==> config.mk <==
export PLATFORM = sky130hd
export DESIGN_NAME = seq_shift_unit
export DESIGN_NICKNAME = d
export VERILOG_FILES = /design/src/rtl/shift_pkg.sv /design/src/rtl/shift_step.sv /design/src/rtl/seq_shift_unit.sv
export SDC_FILE = /design/constraint.sdc
export NUM_CORES = 1
export LEC_CHECK = 0
export BUFFER_PORTS_ARGS = -buffer_cell sky130_fd_sc_hd__buf_2
export CAP_MARGIN = 20
export CORE_MARGIN = 1.5
export CORE_UTILIZATION = 57
export DETAILED_ROUTE_END_ITERATION = 6
export GPL_TIMING_DRIVEN = 0
export PLACE_DENSITY = 0.82
export SYNTH_ARGS = -nofsm -noshare
export SYNTH_HDL_FRONTEND = slang
export SYNTH_SLANG_ARGS = --single-unit
==> constraint.sdc <==
create_clock -name clk -period 3 [get_ports clk]
set_input_delay 0 -clock clk [delete_from_list [all_inputs] [get_ports clk]]
set_output_delay 0 -clock clk [all_outputs]
set_load 0.02 [all_outputs]
==> src/rtl/shift_pkg.sv <==
// Shared definitions for the sequential shift/rotate unit: op codes, FSM states, op legality.
// Rotate ops are legal only when SEQ_SHIFT_ROTATE_EN is defined.
package shift_pkg;

  localparam logic [2:0] OP_SRL = 3'b000;
  localparam logic [2:0] OP_SLL = 3'b001;
  localparam logic [2:0] OP_SRA = 3'b010;
  localparam logic [2:0] OP_ROR = 3'b011;
  localparam logic [2:0] OP_ROL = 3'b100;

  typedef enum logic [1:0] {
    IDLE  = 2'd0,
    SHIFT = 2'd1,
    DONE  = 2'd2
  } state_t;

  function automatic logic is_illegal_op(input logic [2:0] op);
`ifdef SEQ_SHIFT_ROTATE_EN
    return (op > OP_ROL);
`else
    return (op > OP_SRA);
`endif
  endfunction

endpackage

==> src/rtl/shift_step.sv <==
// Combinational barrel shift of WIDTH bits by 0..STEP positions for one op.
// Rotate wrap logic exists only when SEQ_SHIFT_ROTATE_EN is defined.
module shift_step
  import shift_pkg::*;
#(
  parameter int WIDTH = 32,
  parameter int STEP  = 4
) (
  input  logic [2:0]                   op,
  input  logic [WIDTH-1:0]             data,
  input  logic [$clog2(STEP+1)-1:0]    amt,
  output logic [WIDTH-1:0]             result
);

`ifdef SEQ_SHIFT_ROTATE_EN
  localparam int SHW = $clog2(WIDTH);
  // Complementary distance for the wrapped half; amt == 0 gives WIDTH, which shifts everything out.
  logic [SHW:0] rev;
  assign rev = (SHW+1)'(WIDTH) - (SHW+1)'(amt);
`endif

  always_comb begin
    result = data;
    case (op)
      OP_SRL:  result = data >> amt;
      OP_SLL:  result = data << amt;
      OP_SRA:  result = $signed(data) >>> amt;
`ifdef SEQ_SHIFT_ROTATE_EN
      OP_ROR:  result = (data >> amt) | (data << rev);
      OP_ROL:  result = (data << amt) | (data >> rev);
`endif
      default: result = data;
    endcase
  end

endmodule

==> src/rtl/seq_shift_unit.sv <==
// Multi-cycle shift/rotate unit: at most STEP bit positions per clock, valid/ready on both sides.
// Define SEQ_SHIFT_ROTATE_EN to enable ROR/ROL; otherwise they decode as illegal (pass-through).
module seq_shift_unit
  import shift_pkg::*;
#(
  parameter int WIDTH = 32,
  parameter int STEP  = 4,
  localparam int SHW  = $clog2(WIDTH)
) (
  input  logic             clk,
  input  logic             rst_n,
  input  logic             in_valid,
  output logic             in_ready,
  input  logic [2:0]       in_op,
  input  logic [WIDTH-1:0] in_a,
  input  logic [SHW-1:0]   in_shamt,
  input  logic             kill,
  output logic             out_valid,
  input  logic             out_ready,
  output logic [WIDTH-1:0] out_result,
  output logic             busy,
  output state_t           dbg_state
);

  // Handshake: a transfer happens on an edge where valid && ready; in_ready is high
  // only in IDLE, out_valid only in DONE, and both are decoded from state alone.

  localparam int AW = $clog2(STEP+1);
  localparam logic [SHW:0] STEP_W = (SHW+1)'(STEP);

  state_t           state_q, state_n;
  logic [WIDTH-1:0] data_q, data_n;
  logic [2:0]       op_q, op_n;
  logic [SHW-1:0]   count_q, count_n;
  logic [AW-1:0]    step_amt;
  logic [SHW-1:0]   count_dec;
  logic [WIDTH-1:0] step_out;

  assign step_amt  = ({1'b0, count_q} >= STEP_W) ? AW'(STEP) : AW'(count_q);
  assign count_dec = count_q - SHW'(step_amt);

  shift_step #(.WIDTH(WIDTH), .STEP(STEP)) u_step (
    .op     (op_q),
    .data   (data_q),
    .amt    (step_amt),
    .result (step_out)
  );

  always_comb begin
    state_n = state_q;
    data_n  = data_q;
    op_n    = op_q;
    count_n = count_q;
    case (state_q)
      IDLE: begin
        if (in_valid) begin
          data_n  = in_a;
          op_n    = in_op;
          count_n = in_shamt;
          state_n = (in_shamt == '0 || is_illegal_op(in_op)) ? DONE : SHIFT;
        end
      end
      SHIFT: begin
        data_n  = step_out;
        count_n = count_dec;
        if (count_dec == '0) state_n = DONE;
      end
      DONE: begin
        if (out_ready) state_n = IDLE;
      end
      default: state_n = IDLE;
    endcase
    // kill beats everything, including an accept in IDLE: registers other than count keep their value.
    if (kill) begin
      state_n = IDLE;
      data_n  = data_q;
      op_n    = op_q;
      count_n = '0;
    end
  end

  always_ff @(posedge clk or negedge rst_n) begin
    if (!rst_n) begin
      state_q <= IDLE;
      data_q  <= '0;
      op_q    <= '0;
      count_q <= '0;
    end else begin
      state_q <= state_n;
      data_q  <= data_n;
      op_q    <= op_n;
      count_q <= count_n;
    end
  end

  assign in_ready   = (state_q == IDLE);
  assign out_valid  = (state_q == DONE);
  assign busy       = (state_q != IDLE);
  assign out_result = data_q;
  assign dbg_state  = state_q;

endmodule

Yosys cells after proc, flatten, opt, wreduce, memory -nomap -nowiden
Index checks and enable logic that the tools add are counted.
{ "totals": {"reg_bits": 42, "output_inout_bits": 37, "inputBits": 45, "elab_cells": 45} }
{ "op_classes": {"bitwise": 1, "muxes": 13, "reduce_logical": 12, "eq_ne": 9, "n_shift": 3, "order_cmp": 2, "add_sub_neg": 1} }
{ "op_table": {"columns": ["operator", "count"], "rows": [
  ["case mux 32 bit (3 select lines)", 1],
  ["case mux 32 bit (2 select lines)", 1],
  ["two-way mux 32 bit", 1],
  ["<< shifter 32 x 3 -> 32 bit", 1],
  ["right shift 32 x 3 -> 32 bit", 1],
  [">>> shifter 32 x 3 -> 32 bit", 1],
  ["logical NOT 5 bit", 2],
  ["two-way mux 2 bit", 5],
  ["two-way mux 5 bit", 2],
  ["case mux 5 bit (2 select lines)", 1],
  ["inequality test 3 x 2 -> 1 bit (second input constant)", 2],
  ["case mux 2 bit (3 select lines)", 1],
  ["AND reduction 3 bit", 2],
  [">= comparator 5 x 3 -> 1 bit (second input constant)", 1],
  ["subtractor 5 x 3 -> 5 bit", 1],
  ["inequality test 4 x 1 -> 1 bit (second input constant)", 1],
  ["AND reduction 4 bit", 1],
  ["nonzero test 2 bit", 2],
  ["== test 3 x 1 -> 1 bit (second input constant)", 1],
  ["== test 3 x 2 -> 1 bit (second input constant)", 1],
  ["greater-than comparator 3 x 2 -> 1 bit (second input constant)", 1],
  ["logical NOT 3 bit", 1],
  ["two-way mux 3 bit", 1],
  ["inequality test 3 bit (second input constant)", 1],
  ["other kinds (8)", 8]
]} }

Longest topological paths before layout
Gate-level depths: netlist (run 1).
{ "logic_depth": {"depth_word": 7, "depth_mapped": 10, "mapped_depth_nobuf": 8} }

Modules after synthesis
A second synthesis (run 1) with hierarchy kept.
{ "hier_totals": {"hier_cells": 473, "hier_area_um2": 4713.3} }
{ "by_module_without_submodules": {"columns": ["module", "seq_area_each_um2", "n_inst", "cells_per_inst", "area_per_inst_um2"], "rows": [
  ["shift_step", 0.0, 1, 260, 2567.5],
  ["seq_shift_unit", 1051.0, 1, 213, 2145.8]
]} }

Least setup slack after synthesis (run 1)
OpenSTA, ideal clock, no wires.
{ "synth_path": {"path_type": "reg-to-reg", "start": "register count_q[3]", "end": "register state_q[1] (netlist: dbg_state[1])", "t_arrival_ns": 2.231, "path_stages_with_launch": 10, "setup_ns": 0.122, "n_path_buf": 2, "path_slack_ns": 0.648, "cell_sequence": "dfrtp_1 > or3_1 > clkbuf_1 > clkbuf_1 > nand2_1 > ha_1 > o21a_1 > a211o_1 > a311o_1 > a32o_1"} }
{ "synth_between": {"elab_chain_len": 6} }
{ "synth_lines": {"columns": ["item", "line", "source"], "rows": [
  ["from (decl)", "seq_shift_unit.sv:34", "logic [SHW-1:0] count_q, count_n;"],
  ["from (signal assigned)", "seq_shift_unit.sv:92", "count_q <= count_n;"],
  [">= comparator 5 x 3 -> 1 bit", "seq_shift_unit.sv:39", "assign step_amt = ({1'b0, count_q} >= STEP_W) ? AW'(STEP) : AW'(count_q);"],
  ["two-way mux 3 bit", "seq_shift_unit.sv:39", null],
  ["subtractor 5 x 3 -> 5 bit *", "seq_shift_unit.sv:40", "assign count_dec = count_q - SHW'(step_amt);"],
  ["logical NOT 5 bit *", "seq_shift_unit.sv:66", "if (count_dec == '0) state_n = DONE;"],
  ["inequality test 3 bit (no source line) *", null, null],
  ["AND reduction 3 bit (no source line) *", null, null],
  ["to (signal assigned)", "seq_shift_unit.sv:89", "state_q <= state_n;"],
  ["to (decl)", "seq_shift_unit.sv:31", "state_t state_q, state_n;"]
]} }
Mark *: on every way between the ends. The rest lies on a longest branch, timed or not.
A chain may end at the register's enable or synchronous reset.

Final worst setup path (run 1)
{ "layout_path": {"start": "register count_q[2]", "end": "register data_q[16] (netlist: out_result[16])"} }
{ "layout_between": {"elab_chain_len": 5} }
{ "layout_lines": {"columns": ["item", "line", "source"], "rows": [
  [">= comparator 5 x 3 -> 1 bit", "seq_shift_unit.sv:39", null],
  ["two-way mux 3 bit *", "seq_shift_unit.sv:39", null],
  [">>> shifter 32 x 3 -> 32 bit (tied with other cells)", "shift_step.sv:27", "OP_SRA: result = $signed(data) >>> amt;"],
  ["case mux 32 bit (3 select lines) *", "shift_step.sv:24", "case (op)"],
  ["case mux 32 bit (2 select lines) *", "seq_shift_unit.sv:54", "case (state_q)"],
  ["to (signal assigned)", "seq_shift_unit.sv:90", "data_q <= data_n;"],
  ["to (decl)", "seq_shift_unit.sv:32", "logic [WIDTH-1:0] data_q, data_n;"]
]} }
Marks and branches as above.

==> results.py, run 1 <==
metrics = {
    "detailed_routing": {
        "dr.pass1.iters": 7,
        "routed_wl_um": 19400,
        "vias": 5864,
        "drt_iter0_drc": 1201,
        "postRouteAntennaNets": 0,
        "drc_errors": 11,
        "vias_per_cell": 7.26,
        "wl_per_cell_um": 24.0,
    },
    "sta": {
        "relSlewSlack_pct": 26.1,
        "final.period_utilization_pct": 95.8,
        "worst_hold_slack_ns": -0.00785,
        "final.setup.tns_ns": 0,
        "max_freq_mhz": 348,
        "hold_viol_final": 2,
        "finalMaxSlewViolations": 0,
        "tightest_slew_ns": 1.10,
        "setup_violations": 0,
        "period_minus_slack_ns": 2.87,
        "clock-skew-final_ns": 0.0152,
        "rsz0062_at_grt": "no",
    },
    "cells_and_area": {
        "fin_nets": 757,
        "drive_gt1_share_pct": 16.5,
        "area_growth_pct": 19.3,
        "layout_common_cells": "126 x nand2_1, 85 x buf_2, 65 x a21oi_1",
        "final_common_cell": "nand2_1",
    },
    "pwr": {
        "p_leak_uw": 0.00208,
        "p_per_area_nw_per_um2": 742,
        "ir_drop_v": 0.000373,
    },
    "outcome": {
        "status": "complete, but fails checks",
        "failed_checks": "design-rule violations, negative hold slack",
    },
    "synth": {
        "synth_cells": 610,
        "synth_enable_flop_cells": 0,
        "yosys.area.top_type": "dfrtp_1",
        "yosysWarningCount": 0,
        "ys_seq_elements": 42,
        "dominantRegCellSynth": "dfrtp_1",
        "synth_nets": 656,
        "yosys-top-cells-area": "dfrtp_1 25%, nand2_1 11%, mux2i_1 8.2%",
        "async_flop_share_pct": 100,
        "synth_area_sq_um": 4170,
        "avgSynthCellArea_sq_um": 6.83,
        "synth.distinct_cells": 58,
        "seq_area_frac_synth_pct": 25.2,
        "synth_top_area_share_pct": 25.2,
    },
    "global_routing": {
        "grt_pass1_wl_um": 29800,
        "grt_max_degree": 43,
        "top_usage_layer": "met2",
        "grt_pass1_vias": 5695,
        "grtUsageTotal_pct": 51.1,
        "met3_usage_pct": 22.7,
        "grtUsageMet2_pct": 72.2,
        "overflow": 0,
        "grtUsageMet1_pct": 63.1,
        "grt_antenna_before_repair": 0,
    },
    "clock_tree": {
        "cts_root_buf": "clkbuf_8",
        "cts_tree": "built",
        "htreeDepth": 2,
        "cts_sinks": 42,
        "clock_path_buffers": 2,
        "post_cts_buffers": 0,
        "clkSlewWorstSetupHoldPaths_ns": 0.10,
        "cts_buffers": 5,
        "clock_latency_ns": 0.31,
    },
    "floorplanning": {
        "core_sq_um": 6940,
        "dieArea_sq_um": 7830,
        "die_w_um": 88.5,
        "start_util_pct": 60.0,
        "io_pins": 82,
        "dieHeight_um": 88.5,
        "rows": 30,
    },
    "setup_path": {
        "endpoint_kind": "register",
        "arrival_ns": 3.07,
        "cp_max_fo": 10,
        "start_kind": "register",
        "cp.required_ns": 3.19,
        "path_class": "register to register",
    },
    "worst_hold_path": {
        "hp-class": "primary input to register",
    },
    "placement": {
        "numPortBuffers": 81,
        "dp_hpwl_um": 12800,
        "gp_congestion": 1.07,
    },
    "job": {
        "cap_violations": 0,
    },
}
## final cells by class
type / instances / area [sq um]
antenna: 1 / 2.50
clock inverter: 1 / 30.0
timing repair buffer: 94 / 543
fill: 604 / 1970
buffer: 57 / 234
inverter: 4 / 15.0
clock buffer: 6 / 82.6
tap: 96 / 120
sequential: 42 / 1050
multi-input combinational: 507 / 2890
## cell usage after synthesis (10+ instances only)
cell and instances:
clkbuf_1 44, nand3_1 26, mux2i_1 34, a211oi_1 16
nand2_1 126, dfrtp_1 42, o22ai_1 10, nor3_1 37
o21ai_0 43, nor2_1 48, a31oi_1 12, a21oi_1 65
## cell families (layout without fill, tap and decap cells)
group | count (synthesis) | in the layout | share of synthesized area (%)
AND/OR/NAND/NOR | 278 | 278 | 30.4
AO/OA/AOI/OAI | 185 | 185 | 27.1
buffers and inverters | 61 | 162 | 5.83
flip-flops | 42 | 42 | 25.2
multiplexers | 41 | 41 | 10.9
adder cells (fa/ha/maj) | 1 | 1 | 0.300
other | 1 | 2 | 0.0900
XOR/XNOR | 1 | 1 | 0.210
## worst paths after layout
kind | start | to | slack (ns) | cells past startpoint
setup reg to reg | count_q[2]$_DFFE_PN0P_ | out_result[16]$_DFFE_PN0P_ | 0.13 | 6
hold reg to reg | op_q[0]$_DFFE_PN0P_ | op_q[0]$_DFFE_PN0P_ | 0.68 | 1
setup / recovery | count_q[2]$_DFFE_PN0P_ | out_result[16]$_DFFE_PN0P_ | 0.13 | 6
hold / removal | in_a[24] | out_result[24]$_DFFE_PN0P_ | -0.008 | 3
min in group asynchronous | rst_n | out_result[31]$_DFFE_PN0P_ | 0.16 | 2
max in group asynchronous | rst_n | out_result[2]$_DFFE_PN0P_ | 2.34 | 3
## layer usage
metal  vias to the layer above  part of all wire [%]  wire, um
met1                      2585                    34      6680
li1                       2433                     -         -
met3                       202                    18      3440
met2                       644                    40      7840
met4                         0                   7.4      1430
met5                         -                     0         0
## worst max-delay path, stage by stage, from the launching register on
cell	delay (ns)
dfrtp_1	0.47
clkbuf_1	0.28
nor3_2	0.66
clkbuf_1	0.62
o21ai_0	0.20
nor4_1	0.42
nor3_1	0.11
## power breakdown
group	leakage (uW)	internal (uW)	switching [uW]
sequential	0.000484	731	386
clock	0.0000573	267	216
combinational	0.00154	699	1390
## per-stage QoR
stage	utilization, %	std cells	power, uW	setup slack, ns	instance area [sq um]
floorplan	-	610	2310	0.648	4170
global placement	67.5	787	2980	0.129	4690
detailed placement	67.5	787	3020	0.114	4690
CTS	70.8	805	3510	0.0967	4910
global route	71.5	807	3830	0.101	4970
finish	71.6	808	3690	0.125	4970
## repair_timing
| item | 4_1_cts | 5_1_grt |
|---|---|---|
| hold buffers | 11 | 0 |
| resized for setup | 0 | 12 |
| hold endpoints to repair | 52 | 0 |
| setup endpoints to repair | 0 | 23 |
## state kept, by name, indices dropped and copies added, names as in the netlist
register / flops
count_q: 5
dbg_state: 2
out_result: 32
op_q: 3
(Power assumes the default switching activity.)
==> run 2, diff against run 1 <==
Settings changed: BUFFER_PORTS_ARGS -buffer_cell sky130_fd_sc_hd__buf_2 to -buffer_cell sky130_fd_sc_hd__buf_4, MAX_ROUTING_LAYER from default to met4.
==> run 2 against run 1 <==
Compared with the run above:
- the flow still finishes with violations (design-rule violations, negative hold slack)
- flip-flop and latch count stayed put
- via count is 0.27% lower
- sequential power hardly changed
- fmax is 2.4% lower
- critical path depth is 1 higher
- first-iteration DRC count is 5.2% higher
- global-route usage is 0.27 points lower
- combinational power is 3% higher
- largest power group unchanged
==> results.py, run 2 (synthesis results as in run 1) <==
metrics = {
    "detailed_routing": {
        "postRouteAntennaNets": 0,
        "dr.pass1.iters": 7,
        "drc_errors": 44,
        "vias_per_cell": 7.28,
        "vias": 5848,
        "wl_per_cell_um": 23.6,
        "routed_wl_um": 19000,
        "drt_iter0_drc": 1264,
    },
    "cells_and_area": {
        "layout_common_cells": "126 x nand2_1, 84 x buf_4, 65 x a21oi_1",
        "final_common_cell": "nand2_1",
        "fin_nets": 752,
        "drive_gt1_share_pct": 15.8,
        "antenna_cells": 0,
        "area_growth_pct": 21.8,
        "num-fill-cells": 589,
        "largest_reg_flops": 32,
    },
    "sta": {
        "max_freq_mhz": 339,
        "tightest_slew_ns": 1.16,
        "worst_hold_slack_ns": -0.00279,
        "relSlewSlack_pct": 22.2,
        "finalMaxSlewViolations": 0,
        "period_minus_slack_ns": 2.95,
        "clock-skew-final_ns": 0.0147,
        "hold_viol_final": 1,
        "setup_violations": 0,
        "setup_slack_ns": 0.0540,
        "final.period_utilization_pct": 98.2,
        "rsz0062_at_grt": "no",
        "final.setup.tns_ns": 0,
    },
    "setup_path": {
        "slowest_stage": "nor3_1",
        "path_class": "register to register",
        "cp.required_ns": 3.22,
        "critPathTopFamily": "buffers and inverters",
        "arrival_ns": 3.17,
        "reg2reg_from": "dbg_state[1]$_DFFE_PN0P_",
        "max_stage_delay_ns": 0.57,
        "worst-path-buf-inv": 2,
        "worst_r2r_path_depth": 7,
        "cp_max_fo": 10,
        "reg2reg_to": "out_result[28]$_DFFE_PN0P_",
        "ff2ff_setup_slack_ns": 0.05,
        "crit_chain": "nand2b_1 > nor3_1 > buf_4 > clkbuf_1 > o311ai_0 > a31oi_1 > o2bb2ai_1",
        "endpoint_kind": "register",
        "start_kind": "register",
    },
    "clock_tree": {
        "cts_sinks": 42,
        "clkSlewWorstSetupHoldPaths_ns": 0.10,
        "cts_root_buf": "clkbuf_8",
        "htreeDepth": 2,
        "clock_path_buffers": 2,
        "cts_buffers": 5,
        "clock_latency_ns": 0.30,
        "post_cts_buffers": 0,
        "cts_tree": "built",
    },
    "placement": {
        "dp_hpwl_um": 12700,
        "dp_slack_ns": 0.215,
        "numPortBuffers": 81,
        "gp_congestion": 1.05,
    },
    "outcome": {
        "failed_checks": "design-rule violations, negative hold slack",
        "status": "complete, but fails checks",
    },
    "global_routing": {
        "grt_pass1_wl_um": 28800,
        "grtUsageTotal_pct": 50.8,
        "overflow": 0,
        "grt_antenna_before_repair": 0,
        "grt_pass1_vias": 5440,
        "grt_max_degree": 43,
    },
    "worst_hold_path": {
        "whs_path_depth": 3,
        "min_to": "out_result[14]$_DFFE_PN0P_",
        "min-delay-start": "in_a[14]",
        "hp-class": "primary input to register",
    },
    "floorplanning": {
        "dieHeight_um": 88.5,
        "dieArea_sq_um": 7830,
        "core_sq_um": 6940,
        "die_w_um": 88.5,
        "start_util_pct": 60.0,
        "io_pins": 82,
        "rows": 30,
    },
    "pwr": {
        "finalPower_uw": 3670,
        "p_per_area_nw_per_um2": 723,
        "p_leak_uw": 0.00211,
        "ir_drop_v": 0.000437,
    },
    "job": {
        "cap_violations": 0,
    },
}
==> run 2: cell count changes in the layout (fill, tap and decap cells not counted), sizes merged <==
cell and change:
clkinv +1, bufinv -1, diode -1, dlygate4sd3 -4
==> run 2: worst max path at each step <==
stage | slack, ns | endpoint | cells past startpoint | startpoint
floorplan | 0.65 | dbg_state[1]$_DFFE_PN0P_ | 9 | count_q[3]$_DFFE_PN0P_
global placement | 0.07 | out_result[28]$_DFFE_PN0P_ | 6 | dbg_state[1]$_DFFE_PN0P_
detailed placement | 0.21 | out_result[4]$_DFFE_PN0P_ | 4 | count_q[2]$_DFFE_PN0P_
CTS | 0.18 | out_result[4]$_DFFE_PN0P_ | 4 | count_q[2]$_DFFE_PN0P_
global route | 0.02 | out_result[21]$_DFFE_PN0P_ | 6 | count_q[2]$_DFFE_PN0P_
finish | 0.05 | out_result[28]$_DFFE_PN0P_ | 7 | dbg_state[1]$_DFFE_PN0P_
==> run 2: worst register-to-register path: cells and delay by family (launching register included) <==
family	cells	cell delay [ns]
buf+inv	2	0.84
simple gates	2	0.82
compound gates	3	0.78
flops	1	0.44
==> run 2: through the flow <==
stage	hold WS (ns)	utilization (%)	std cells	cell area (sq um)
2_1_floorplan	-0.296	-	610	4170
3_3_place_gp	0.0186	70.5	787	4890
3_5_place_dp	0.0267	70.6	788	4900
4_1_cts	0.00513	72.9	803	5060
5_1_grt	0.0183	73.1	803	5070
6_report	-0.00279	73.1	803	5070
==> run 2: final cells by class <==
class	count	area, sq um	share of cell area (%)
timing repair buffer	89	686	13.5
multi-input combinational	507	2880	56.8
clock buffer	7	86.3	1.70
tap	96	120	2.37
clock inverter	1	5.00	0.0986
inverter	4	15.0	0.296
buffer	57	231	4.56
sequential	42	1050	20.7
==> run 2: report_power, final <==
| group | total [uW] | internal, uW | switching, uW | leakage, uW |
|---|---|---|---|---|
| combinational | 2160 | 792 | 1360 | 0.00158 |
| sequential | 1110 | 731 | 380 | 0.000484 |
| clock | 403 | 187 | 216 | 0.0000482 |
==> run 2: repair_timing <==
item,4_1_cts,5_1_grt
hold buffers,7,0
gates resized for setup,0,6
setup endpoints to repair,0,6
endpoints found under the hold margin,48,0
==> run 2: layer usage <==
layer / part of all wire [%] / vias to the layer above / global-route usage [%]
met3: 18 / 193 / 20.2
met1: 34 / 2573 / 62.0
met5: 0 / - / -
met2: 39 / 658 / 69.2
met4: 8.3 / 0 / 32.1
li1: - / 2424 / -
